--- src/rtl/program_loader.sv ---
// Packs a received byte stream into big-endian instruction words and writes them into instruction memory.
// Optional checksum stage enabled by defining PROGRAM_LOADER_CHECKSUM_EN.
module program_loader #(
    parameter int unsigned          LENGTH    = 32,
    parameter int unsigned          MEM_DEPTH = 64,
    parameter logic [LENGTH-1:0]    HALT_WORD = LENGTH'(32'hFFFF_FFFF)
) (
    input  logic              clk,
    input  logic              reset,
    input  logic [7:0]        rx_data,
    input  logic              rx_valid,
    input  logic              reload,
    output logic [LENGTH-1:0] instruction_to_write,
    output logic [LENGTH-1:0] address_to_write,
    output logic              write_enable,
    output logic              start,
    output logic              loading,
    output logic [LENGTH-1:0] word_count,
    output logic              checksum_error
);

    localparam int unsigned       BYTE_W    = 8;
    localparam int unsigned       CNT_W     = 2;
    localparam logic [LENGTH-1:0] LAST_ADDR = LENGTH'(MEM_DEPTH - 1);

`ifdef PROGRAM_LOADER_CHECKSUM_EN
    typedef enum logic [1:0] {
        LOAD  = 2'd0,
        RUN   = 2'd1,
        CHECK = 2'd2,
        ERROR = 2'd3
    } state_t;
`else
    typedef enum logic [1:0] {
        LOAD  = 2'd0,
        RUN   = 2'd1
    } state_t;
`endif

    state_t                state;
    state_t                next_state;
    logic [CNT_W-1:0]      byte_cnt;
    logic [LENGTH-1:0]     shift_reg;
    logic [LENGTH-1:0]     packed_word_c;
    logic                  terminate_c;
    logic                  accept_c;
    logic                  word_done_c;

`ifdef PROGRAM_LOADER_CHECKSUM_EN
    logic [BYTE_W-1:0]     xor_sum;
    logic                  sum_match_c;
`endif

    assign packed_word_c = {shift_reg[LENGTH-BYTE_W-1:0], rx_data};

    // Load ends on the cycle its final word is presented to memory.
    always_comb begin
        terminate_c = 1'b0;
        accept_c    = 1'b0;
        word_done_c = 1'b0;
        if (state == LOAD && write_enable &&
            (instruction_to_write == HALT_WORD || address_to_write == LAST_ADDR)) begin
            terminate_c = 1'b1;
        end
        if (state == LOAD && rx_valid && !reload && !terminate_c) begin
            accept_c = 1'b1;
        end
        if (accept_c && byte_cnt == CNT_W'(3)) begin
            word_done_c = 1'b1;
        end
    end

`ifdef PROGRAM_LOADER_CHECKSUM_EN
    assign sum_match_c = (rx_data == xor_sum);
`endif

    // Next-state logic; a byte arriving in the terminating cycle is the checksum byte.
    always_comb begin
        next_state = state;
        if (reload) begin
            next_state = LOAD;
        end else begin
            case (state)
                LOAD: begin
                    if (terminate_c) begin
`ifdef PROGRAM_LOADER_CHECKSUM_EN
                        if (rx_valid) begin
                            next_state = sum_match_c ? RUN : ERROR;
                        end else begin
                            next_state = CHECK;
                        end
`else
                        next_state = RUN;
`endif
                    end
                end
`ifdef PROGRAM_LOADER_CHECKSUM_EN
                CHECK: begin
                    if (rx_valid) begin
                        next_state = sum_match_c ? RUN : ERROR;
                    end
                end
                ERROR:   next_state = ERROR;
`endif
                RUN:     next_state = RUN;
                default: next_state = LOAD;
            endcase
        end
    end

    always_ff @(posedge clk) begin
        if (!reset) begin
            state <= LOAD;
        end else begin
            state <= next_state;
        end
    end

    // Registered status outputs follow the state being entered.
    always_ff @(posedge clk) begin
        if (!reset) begin
            write_enable <= 1'b0;
            start        <= 1'b0;
            loading      <= 1'b1;
        end else begin
            write_enable <= word_done_c;
            start        <= (next_state == RUN);
            loading      <= (next_state == LOAD);
        end
    end

    // Byte packing, write pointer and write payload.
    always_ff @(posedge clk) begin
        if (!reset) begin
            byte_cnt             <= '0;
            shift_reg            <= '0;
            instruction_to_write <= '0;
            address_to_write     <= '0;
            word_count           <= '0;
        end else if (reload) begin
            byte_cnt   <= '0;
            shift_reg  <= '0;
            word_count <= '0;
        end else if (accept_c) begin
            byte_cnt  <= byte_cnt + CNT_W'(1);
            shift_reg <= packed_word_c;
            if (word_done_c) begin
                instruction_to_write <= packed_word_c;
                address_to_write     <= word_count;
                word_count           <= word_count + LENGTH'(1);
            end
        end
    end

`ifdef PROGRAM_LOADER_CHECKSUM_EN
    // Running XOR over every accepted instruction byte.
    always_ff @(posedge clk) begin
        if (!reset) begin
            xor_sum        <= '0;
            checksum_error <= 1'b0;
        end else begin
            checksum_error <= (next_state == ERROR);
            if (reload) begin
                xor_sum <= '0;
            end else if (accept_c) begin
                xor_sum <= xor_sum ^ rx_data;
            end
        end
    end
`else
    assign checksum_error = 1'b0;
`endif

endmodule

--- config.mk ---
export PLATFORM = sky130hd
export DESIGN_NAME = program_loader
export DESIGN_NICKNAME = d
export VERILOG_FILES = /design/src/rtl/program_loader.sv
export SDC_FILE = /design/constraint.sdc
export NUM_CORES = 1
export LEC_CHECK = 0
export ABC_CLOCK_PERIOD_IN_PS = 2550
export BUFFER_PORTS_ARGS = -buffer_cell sky130_fd_sc_hd__buf_2
export CORE_ASPECT_RATIO = 1.1
export CORE_MARGIN = 4
export CORE_UTILIZATION = 39
export DETAILED_ROUTE_END_ITERATION = 10
export GPL_TIMING_DRIVEN = 0
export PLACE_DENSITY_LB_ADDON = 0.25
export SLEW_MARGIN = 30
export SYNTH_ARGS = -nofsm -noshare
export SYNTH_HDL_FRONTEND = slang
export SYNTH_SLANG_ARGS = --single-unit
--- constraint.sdc ---
create_clock -name clk -period 2.55 [get_ports clk]
set_input_delay 0.51 -clock clk [delete_from_list [all_inputs] [get_ports clk]]
set_output_delay 0.51 -clock clk [all_outputs]
set_load 0.02 [all_outputs]
**Word level (Yosys, flattened, before mapping)**

Index checks and enable logic that the tools add are counted.
Widths: inputs -> output; s select.

- Input port bits: 12
- Bits in registers: 127

- Add/sub/neg operators: 2
- Mux-type cells: 6
- Bitwise gates (word level): 2
- Eq/ne operators: 5
- Reductions and logical operators: 14

Operator list:

| cell | count |
|---|---|
| $add 32x1->32 const B | 1 |
| $eq 32x32->1 const B | 1 |
| $eq 32x6->1 const B | 1 |
| $logic_and 1x1->1 | 6 |
| $eq 2x1->1 const B | 2 |
| $logic_not 2->1 | 2 |
| $mux 2 | 2 |
| $pmux 2 s2 | 1 |
| $mux 1 | 3 |
| $reduce_and 3->1 | 1 |
| $add 2x1->2 const B | 1 |
| $eq 2x2->1 const B | 1 |
| $logic_not 1->1 | 2 |
| $not 1->1 | 2 |
| $reduce_and 2->1 | 1 |
| $reduce_or 2->1 | 1 |
| $logic_or 1x1->1 | 1 |

**Logic depth before layout (Yosys ltp)**

Gate-level depths: netlist (run 1).

- Word-level depth: 10
- Mapped depth: 9
- Depth with buffers taken out: 7

**Least setup slack after synthesis (run 1)**

OpenSTA, ideal clock, no wires.

- Path type: register to register
- Start point: register word_count[3]
- End point: register word_count[22]
- Required time: 2.435 ns
- Path buffers: 0
- Setup time: 0.115 ns
- Stages on the path, launching flop included: 7
- Setup slack: 0.461 ns
- Clock period less this slack: 2.089 ns
- Arrival time: 1.974 ns
- Path through: dfxtp_1 -> nand4_4 -> or4_1 -> nor3_1 -> o2111ai_1 -> xnor2_1 -> and2_1

- Cells in the longest elaborated chain, start to end: 1

RTL lines:

| element | line | text |
|---|---|---|
| start: declaration | 18 | `output logic [LENGTH-1:0] word_count,` |
| start signal: assignment | 150 | `word_count <= word_count + LENGTH'(1);` |
| $add 32x1->32 | 150 |  |

Every way passes these cells.
A chain may end at the register's enable or synchronous reset.

**Worst setup path after layout (run 1)**

- Start point: register address_to_write[16]
- End point: register word_count[0]

- Cells in the longest elaborated chain, start to end: 10

RTL lines:

| element | line | text |
|---|---|---|
| start: declaration | 14 | `output logic [LENGTH-1:0] address_to_write,` |
| start signal: assignment | 149 | `address_to_write <= word_count;` |
| $eq 32x6->1 * | 62 | `(instruction_to_write == HALT_WORD \|\| address_to_write == LAST_ADDR)) begin` |
| $logic_or 1x1->1 * | 62 |  |
| $logic_and 1x1->1 * | 61 | `if (state == LOAD && write_enable &&` |
| $mux 1 * | 61 |  |
| $logic_not 1->1 * | 65 | `if (state == LOAD && rx_valid && !reload && !terminate_c) begin` |
| $logic_and 1x1->1 * | 65 |  |
| $mux 1 * | 65 |  |
| $logic_and 1x1->1 | 68 | `if (accept_c && byte_cnt == CNT_W'(3)) begin` |
| $mux 1 | 68 |  |
| $reduce_and 2->1 (no line) * | - |  |

Every way passes the cells marked *; elsewhere a longest branch is shown, timed or not.

==> results.toml, run 1 <==
[worst_setup_path]
reg2reg_depth = 9
cp_slowest_cell = "nor4_1"
reg2reg_to = "word_count[0]"
path_cells = "nor4_1 > nand4_1 > a2bb2oi_1 > o21ai_1 > clkbuf_4 > buf_4 > buf_2 > xor2_1 > nor2_1"
critPathKind = "reg2reg"
critPathRequiredTime_ns = 2.83
arrival_ns = 2.71
path_max_fanout = 10
worstSetupStartpointType = "flop"
max_stage_delay_ns = 0.38
r2r_start = "address_to_write[16]"
r2r_slack_ns = 0.13
setup.worst_path.end_class = "flop"

[grt]
grtUsageTotal_pct = 21.74
grt_max_degree = 17
grt_pass1_vias = 5042
antenna_found_initial = 0
globalRoute.totalOverflow = 0
grt_pass1_wl_um = 26360

[sta]
finalCritPeriodShare_pct = 95.06
finClkSkew_ns = 0.01432
finalHoldViolCount = 0
finalWorstSetupSlack_ns = 0.1260
worst_slew_pin_slew_ns = 0.6406
post-route-min-period_ns = 2.424
max_freq_mhz = 412.5
drv_slew = 0
timing.slew.headroom_pct = 57.29
setup_viol = 0

[cts]
clk_path_buf_depth = 2
clk_transition_reported_paths_ns = 0.06
ctsRootBufferMaster = "clkbuf_16"
cts_tree = "done"
clock-sinks = 127
h-tree-depth = 4
cts_made_buffers = 17
cts_setup_buffers = 0
clk_latency_ns = 0.43
hold_buffers = 0

[run]
drv_cap = 0

[placed_design]
port_buffers = 109
hpwl_um = 11820
finalWeightedCongestion = 0.9084
pre_cts_ws_ns = -0.1809

[status]
status = "finished clean"

[die]
io_pins = 112
die_h_um = 128.5
dieArea_sq_um = 15110
die_x_um = 117.6
placementRows = 43
core_sq_um = 12750
start_util_pct = 40.38

[synthesis]
synth_edf_count = 0
synth_cell_types = 45
netlist_area_sq_um = 5149
yosysMostFrequentCell = "dfxtp_1"
ys_seq_area_share_pct = 49.38
syn_inst = 626
synth_compound_area_share_pct = 15.46
yosysTopAreaCellShare_pct = 49.38
ys_seq_elements = 127
yosys.area_share.simple_pct = 28.00
synthFlopType = "dfxtp_1"
synth_common_cells = "127 x dfxtp_1, 99 x nand3_1, 94 x nand2_1, 94 x o21ai_0, 37 x clkbuf_1"
synthTopCellsByArea = "dfxtp_1 49%, nand3_1 9.6%, o21ai_0 9.1%"
synth_top_family_by_area = "simple AND/OR/NAND/NOR gates"
async_reset_ff_share_pct = 0
ys_warn_count = 0
synth_fa_ha_area_share_pct = 0.4860
yosysTopAreaCell = "dfxtp_1"
synth_area_per_cell_sq_um = 8.225
synth_xor_area_share_pct = 1.701
muxShareOfSynthArea_pct = 0.1944

[layout]
diodes = 0
area_delta_synth_final_pct = 27.53
drive_above_1_share_pct = 21.88
nNetsFinal = 769
fillers = 1253
largest_registers = "address_to_write (32), instruction_to_write (32), word_count (32)"

[drt]
highest_layer = "met4"
wl_met2_um = 7105
vias = 5227
drcViolationCount = 0
first_pass_iters = 5
wl_per_cell_um = 17.54
drt.antenna.violating_nets = 0
finalWirelength_um = 16220
wl_met1_um = 7480
dr_wl_met3_um = 1281
drt_iter0_markers = 544
viasPerCell = 5.651

[worst_hold_path]
hp-class = "in2reg"
min_delay_worst_endpoint = "instruction_to_write[3]"
min_from = "rx_data[3]"
hold_depth = 3

[pwr]
leakagePower_uw = 0.002480
irDropWorstVdd_uv = 443.5
fin_total_pwr_uw = 4636
p_per_area_nw_per_um2 = 706.0
## power by group
part,leakage (uW),switching (uW),total (uW),internal (uW)
clock,0.000297,883,2540,1650
combinational,0.00116,85.3,108,22.7
sequential,0.00102,3.04,1990,1990
## through the flow
stage / cell area [sq um] / std cells / TNS, ns / hold WS (ns) / utilization [%]
floorplan: 5152 / 627 / 0 / 0.4362 / -
global placement: 5894 / 893 / -2.636 / 0.4480 / 46.23
detailed placement: 5894 / 893 / -8.704 / 0.4567 / 46.23
CTS: 6539 / 925 / 0 / 0.3455 / 51.28
global route: 6566 / 925 / -0.01234 / 0.3559 / 51.50
finish: 6566 / 925 / 0 / 0.3492 / 51.50
## worst max-delay path, delay by kind of cell, from the launching register on
family	cells	cell delay (ns)
flops	1	0.32
simple gates	3	0.67
xor+xnor	1	0.18
compound gates	2	0.38
buf+inv	3	0.72
## kinds of logic (layout without fill, tap and decap cells)
logic type / Yosys count / after routing
AO/OA/AOI/OAI: 143 / 143
multiplexers: 1 / 1
XOR/XNOR: 10 / 10
AND/OR/NAND/NOR: 281 / 281
adder cells (fa/ha/maj): 2 / 2
buffers and inverters: 61 / 202
other: 1 / 2
flip-flops: 127 / 127
## worst max-delay path by stage
stage	end	cells after the start	start	slack, ns
2_1_floorplan	word_count[22]	6	word_count[3]	0.46
6_report	word_count[0]	9	address_to_write[16]	0.13
4_1_cts	shift_reg[12]	8	address_to_write[9]	0.04
3_3_place_gp	address_to_write[16]	9	address_to_write[16]	-0.08
5_1_grt	shift_reg[22]	7	reset	-0.01
3_5_place_dp	address_to_write[19]	9	instruction_to_write[15]	-0.18
## area by class of cell
type / count / area [sq um] / area share (%)
Buffer: 51 / 222.7 / 3.392
Multi-Input combinational cell: 439 / 2407 / 36.66
Tap cell: 157 / 196.4 / 2.992
Clock inverter: 11 / 163.9 / 2.496
Clock buffer: 21 / 450.4 / 6.860
Sequential cell: 127 / 2542 / 38.72
Inverter: 10 / 37.54 / 0.5716
Timing Repair Buffer: 109 / 545.5 / 8.308
## what timing repair did
action                     4_1_cts  5_1_grt
setup endpoints to repair       86       44
pin swaps                        0        0
cloned                           0        0
gates resized for setup         11        9
## layout by cell type, fill, tap and decap left out, types with 15 or more instances in the layout
| master | netlist | final |
|---|---|---|
| dfxtp_1 | 127 | 127 |
| buf_2 | 8 | 115 |
| nand3_1 | 99 | 99 |
| nand2_1 | 94 | 94 |
| o21ai_0 | 94 | 94 |
| clkbuf_1 | 37 | 32 |
| nand4_1 | 18 | 18 |
| a21oi_1 | 18 | 18 |
| clkbuf_16 | 0 | 17 |
| nor2_1 | 16 | 15 |
## routing by layer
metal / vias up / track usage, %
met5: - / 0
met4: 0 / 9.241
met3: 27 / 5.143
met2: 225 / 33.16
met1: 2472 / 29.73
li1: 2503 / -
No activity file was read; power rests on OpenSTA's default activity.
==> run 2: changes to the inputs <==
--- a/config.mk
+++ b/config.mk
@@ -12,6 +12,7 @@
 export CORE_UTILIZATION = 39
 export DETAILED_ROUTE_END_ITERATION = 10
 export GPL_TIMING_DRIVEN = 0
+export MAX_ROUTING_LAYER = met4
 export PLACE_DENSITY_LB_ADDON = 0.25
 export SLEW_MARGIN = 30
 export SYNTH_ARGS = -nofsm -noshare
==> results.toml, run 2 (same netlist as run 1, synthesis figures left out) <==
[die]
dieArea_sq_um = 15110
io_pins = 112
start_util_pct = 40.38
die_h_um = 128.5
core_sq_um = 12750
die_x_um = 117.6
placementRows = 43

[worst_setup_path]
critPathKind = "reg2reg"
worstSetupStartpointType = "flop"
path_max_fanout = 10
critPathRequiredTime_ns = 2.84
r2r_slack_ns = 0.11
arrival_ns = 2.72
reg2reg_depth = 8
cp-startpoint = "instruction_to_write[14]"
crit_end = "address_to_write[25]"
reg2reg_to = "address_to_write[25]"
r2r_start = "instruction_to_write[14]"
setup.worst_path.end_class = "flop"

[layout]
final_cells = 924
final_cell_mix = "127 x dfxtp_1, 113 x buf_2, 99 x nand3_1, 94 x nand2_1, 94 x o21ai_0"
largest_registers = "address_to_write (32), instruction_to_write (32), word_count (32)"
final_core_util_pct = 51.32
drive_above_1_share_pct = 21.77
area_delta_synth_final_pct = 27.10
final_common_cell = "dfxtp_1"
diodes = 0
nNetsFinal = 769

[cts]
clk_transition_reported_paths_ns = 0.05
clk_latency_ns = 0.41
ctsRootBufferMaster = "clkbuf_16"
clk_path_buf_depth = 2
cts_made_buffers = 17
clock-sinks = 127
cts_tree = "done"
h-tree-depth = 4
cts_setup_buffers = 0

[grt]
grtUsageTotal_pct = 22.07
grt_max_degree = 17
grt_pass1_vias = 4972
grt_pass1_wl_um = 26120
globalRoute.totalOverflow = 0
antenna_found_initial = 0

[sta]
setup_viol = 0
finClkSkew_ns = 0.01224
finalWorstSetupSlack_ns = 0.1146
post-route-min-period_ns = 2.435
worst_slew_pin_slew_ns = 0.6399
finalHoldViolCount = 0
max_freq_mhz = 410.6
rsz0062_at_grt = "false"
drv_slew = 0
timing.slew.headroom_pct = 57.34
finalCritPeriodShare_pct = 95.51

[drt]
wl_per_cell_um = 17.50
first_pass_iters = 5
drcViolationCount = 0
finalWirelength_um = 16170
viasPerCell = 5.655
drt.antenna.violating_nets = 0
drt_iter0_markers = 441
vias = 5225

[worst_hold_path]
hp-class = "in2reg"
hold_depth = 3

[placed_design]
pre_cts_ws_ns = -0.2115
dp.cells = 893
finalWeightedCongestion = 0.9231
port_buffers = 109
hpwl_um = 11820

[pwr]
leakagePower_uw = 0.002473
fin_total_pwr_uw = 4493
p_per_area_nw_per_um2 = 686.6
irDropWorstVdd_uv = 355.2

[status]
status = "finished clean"

[run]
drv_cap = 0
-- run 2: cell count changes in the layout (fill, tap and decap cells not counted), moves of 2 or more --
cell       change
bufinv_16      -2
buf_2          -2
clkinv_2       -4
clkbuf_8       +4
-- run 2: critical path, cell delays in order, from the launching register on --
cell,delay [ns]
dfxtp_1,0.40
nand4_1,0.12
nor4_1,0.44
a2bb2oi_1,0.19
o21ai_1,0.20
clkbuf_2,0.26
buf_2,0.27
buf_2,0.28
o21ai_0,0.14
-- run 2: per-stage QoR --
stage	area, sq um	TNS [ns]	hold WS (ns)
finish	6544	0	0.3604
global route	6544	0	0.3659
CTS	6515	0	0.3548
detailed placement	5894	-8.905	0.4530
global placement	5894	-2.135	0.4480
floorplan	5152	0	0.4362
-- run 2: worst min-delay path by stage --
stage                  start                        to
2_1_floorplan  shift_reg[16]  instruction_to_write[24]
3_3_place_gp   shift_reg[22]  instruction_to_write[30]
3_5_place_dp   shift_reg[20]  instruction_to_write[28]
4_1_cts           rx_data[6]              shift_reg[6]
5_1_grt           rx_data[3]              shift_reg[3]
6_report          rx_data[7]   instruction_to_write[7]
-- run 2: layout make-up --
cell class                      count  area [sq um]
Fill cell                        1228          6207
Sequential cell                   127          2542
Multi-Input combinational cell    439          2405
Timing Repair Buffer              109         545.5
Clock buffer                       27         513.0
Buffer                             51         229.0
Tap cell                          157         196.4
Clock inverter                      4         75.07
Inverter                           10         37.54
-- run 2: routing by layer --
layer / wire length [um] / global-route usage, % / vias up
li1: - / - / 2506
met1: 7735 / 29.13 / 2508
met2: 7252 / 33.84 / 190
met3: 931 / 5.011 / 21
met4: 255 / 7.172 / 0
met5: 0 / - / -
-- run 2: where the power goes --
group	internal (uW)	switching, uW
registers	1990	3.21
clock network	1560	828
logic	22.8	85.5
-- run 2: repair_timing --
action	CTS	global route
gates cloned	0	0
gates resized for setup	12	12
hold buffers	0	0
pin swaps	0	1
setup endpoints to repair	92	63
==> run 3: changes to the inputs <==
--- a/config.mk
+++ b/config.mk
@@ -6,7 +6,7 @@
 export NUM_CORES = 1
 export LEC_CHECK = 0
 export ABC_CLOCK_PERIOD_IN_PS = 2550
-export BUFFER_PORTS_ARGS = -buffer_cell sky130_fd_sc_hd__buf_2
+export BUFFER_PORTS_ARGS = -buffer_cell sky130_fd_sc_hd__buf_4
 export CORE_ASPECT_RATIO = 1.1
 export CORE_MARGIN = 4
 export CORE_UTILIZATION = 39
==> results.toml, run 3 (same netlist as run 1, synthesis figures left out) <==
[grt]
grtUsageTotal_pct = 22.27
grt_pass1_vias = 5062
grt_use_met2_pct = 34.59
gr-usage-met3_pct = 4.703
grt_pass1_wl_um = 26340
antenna_found_initial = 0
grt_max_degree = 17
top_usage_layer = "met2"
globalRoute.totalOverflow = 0
use_met1_pct = 29.21

[layout]
final_cells = 925
diodes = 0
multiInputGateArea_sq_um = 2411
largest_registers = "address_to_write (32), instruction_to_write (32), word_count (32)"
final_cell_mix = "127 x dfxtp_1, 111 x buf_4, 99 x nand3_1, 94 x nand2_1, 94 x o21ai_0"
area_delta_synth_final_pct = 32.95
nNetsFinal = 769
fillers = 1231
register_area_sq_um = 2542
drive_above_1_share_pct = 21.74
final_common_cell = "dfxtp_1"

[drt]
first_pass_iters = 5
finalWirelength_um = 16330
vias = 5224
drt.antenna.violating_nets = 0
drt_iter0_markers = 455
drcViolationCount = 0
wl_per_cell_um = 17.66
viasPerCell = 5.648

[sta]
finClkSkew_ns = 0.009753
timing.slew.headroom_pct = 56.93
worst_slew_pin_slew_ns = 0.6461
post-route-min-period_ns = 2.405
finalCritPeriodShare_pct = 94.29
whs_ns = 0.3598
max_freq_mhz = 415.9
finalHoldViolCount = 0
drv_slew = 0
rsz0062_at_grt = "false"
setup_viol = 0

[cts]
cts_made_buffers = 17
ctsRootBufferMaster = "clkbuf_16"
h-tree-depth = 4
clk_transition_reported_paths_ns = 0.05
clk_latency_ns = 0.42
clock-sinks = 127
cts_tree = "done"
cts_setup_buffers = 0
hold_buffers = 0
clk_path_buf_depth = 2

[worst_setup_path]
r2r_start = "instruction_to_write[14]"
critPathRequiredTime_ns = 2.88
critPathKind = "reg2reg"
reg2reg_to = "word_count[25]"
setup.worst_path.end_class = "flop"
r2r_slack_ns = 0.15
worstSetupStartpointType = "flop"
arrival_ns = 2.74
reg2reg_depth = 9
path_max_fanout = 10

[die]
die_x_um = 117.6
io_pins = 112
dieArea_sq_um = 15110
placementRows = 43
start_util_pct = 40.38
core_sq_um = 12750
die_h_um = 128.5

[placed_design]
hpwl_um = 11920
port_buffers = 109
dp.cells = 893
finalWeightedCongestion = 0.9026

[pwr]
p_per_area_nw_per_um2 = 672.2
leakagePower_uw = 0.002491
irDropWorstVdd_uv = 458.0

[worst_hold_path]
min_from = "rx_data[4]"
hp-class = "in2reg"
min_delay_worst_endpoint = "instruction_to_write[4]"
hold_depth = 3

[status]
status = "finished clean"

[run]
drv_cap = 0
==> run 3: worst max path at each step <==
stage                        startpoint                    to  slack (ns)  cells after the start
6_report       instruction_to_write[14]        word_count[25]        0.15                      9
5_1_grt                     byte_cnt[0]        word_count[16]       0.009                      9
4_1_cts             address_to_write[9]          shift_reg[4]        0.01                      8
3_5_place_dp       address_to_write[16]  address_to_write[18]       -0.21                      9
3_3_place_gp                      reset        word_count[23]       -0.11                      7
2_1_floorplan             word_count[3]        word_count[22]        0.46                      6
==> run 3: through the flow <==
stage	worst slack, ns	total power, uW	util (%)	setup TNS (ns)	cell area (sq um)
floorplan	0.4608	2098	-	0	5152
global placement	-0.1074	2142	48.37	-4.100	6167
detailed placement	-0.2117	2143	48.37	-9.825	6167
CTS	0.01276	4616	53.40	0	6809
global route	0.008543	4715	53.68	0	6845
finish	0.1455	4602	53.68	0	6845
==> run 3: per-layer routing <==
layer  vias up  routed length [um]
li1       2517                   -
met1      2478                7655
met2       197                7419
met3        32                 968
met4         0                 290
met5         -                   0
==> run 3: what timing repair did <==
item	4_1_cts	5_1_grt
setup endpoints to repair	99	56
pin swaps	0	2
resized for setup	10	13
==> run 3: critical path, cell delays in order (launching register included) <==
cell and delay [ns]:
dfxtp_1 0.42, nand4_1 0.12, nor4_1 0.44, a2bb2oi_1 0.17, o21ai_1 0.18, clkbuf_4 0.24, buf_4 0.22, clkbuf_4 0.24
o21ai_0 0.13, a21oi_1 0.16
==> run 3: layout make-up <==
cell class              count  share of cell area, %
clock buffers              27                  7.494
repair buffers            109                  11.95
inverters                  10                 0.5483
flip-flops and latches    127                  37.14
clock inverters             5                  1.462
plain buffers              51                  3.308
well taps                 157                  2.870
multi-input cells         439                  35.22
==> run 3: report_power, final <==
| group | switching, uW | internal, uW |
|---|---|---|
| registers | 3.06 | 1990 |
| logic | 85.1 | 27.2 |
| clock network | 832 | 1670 |
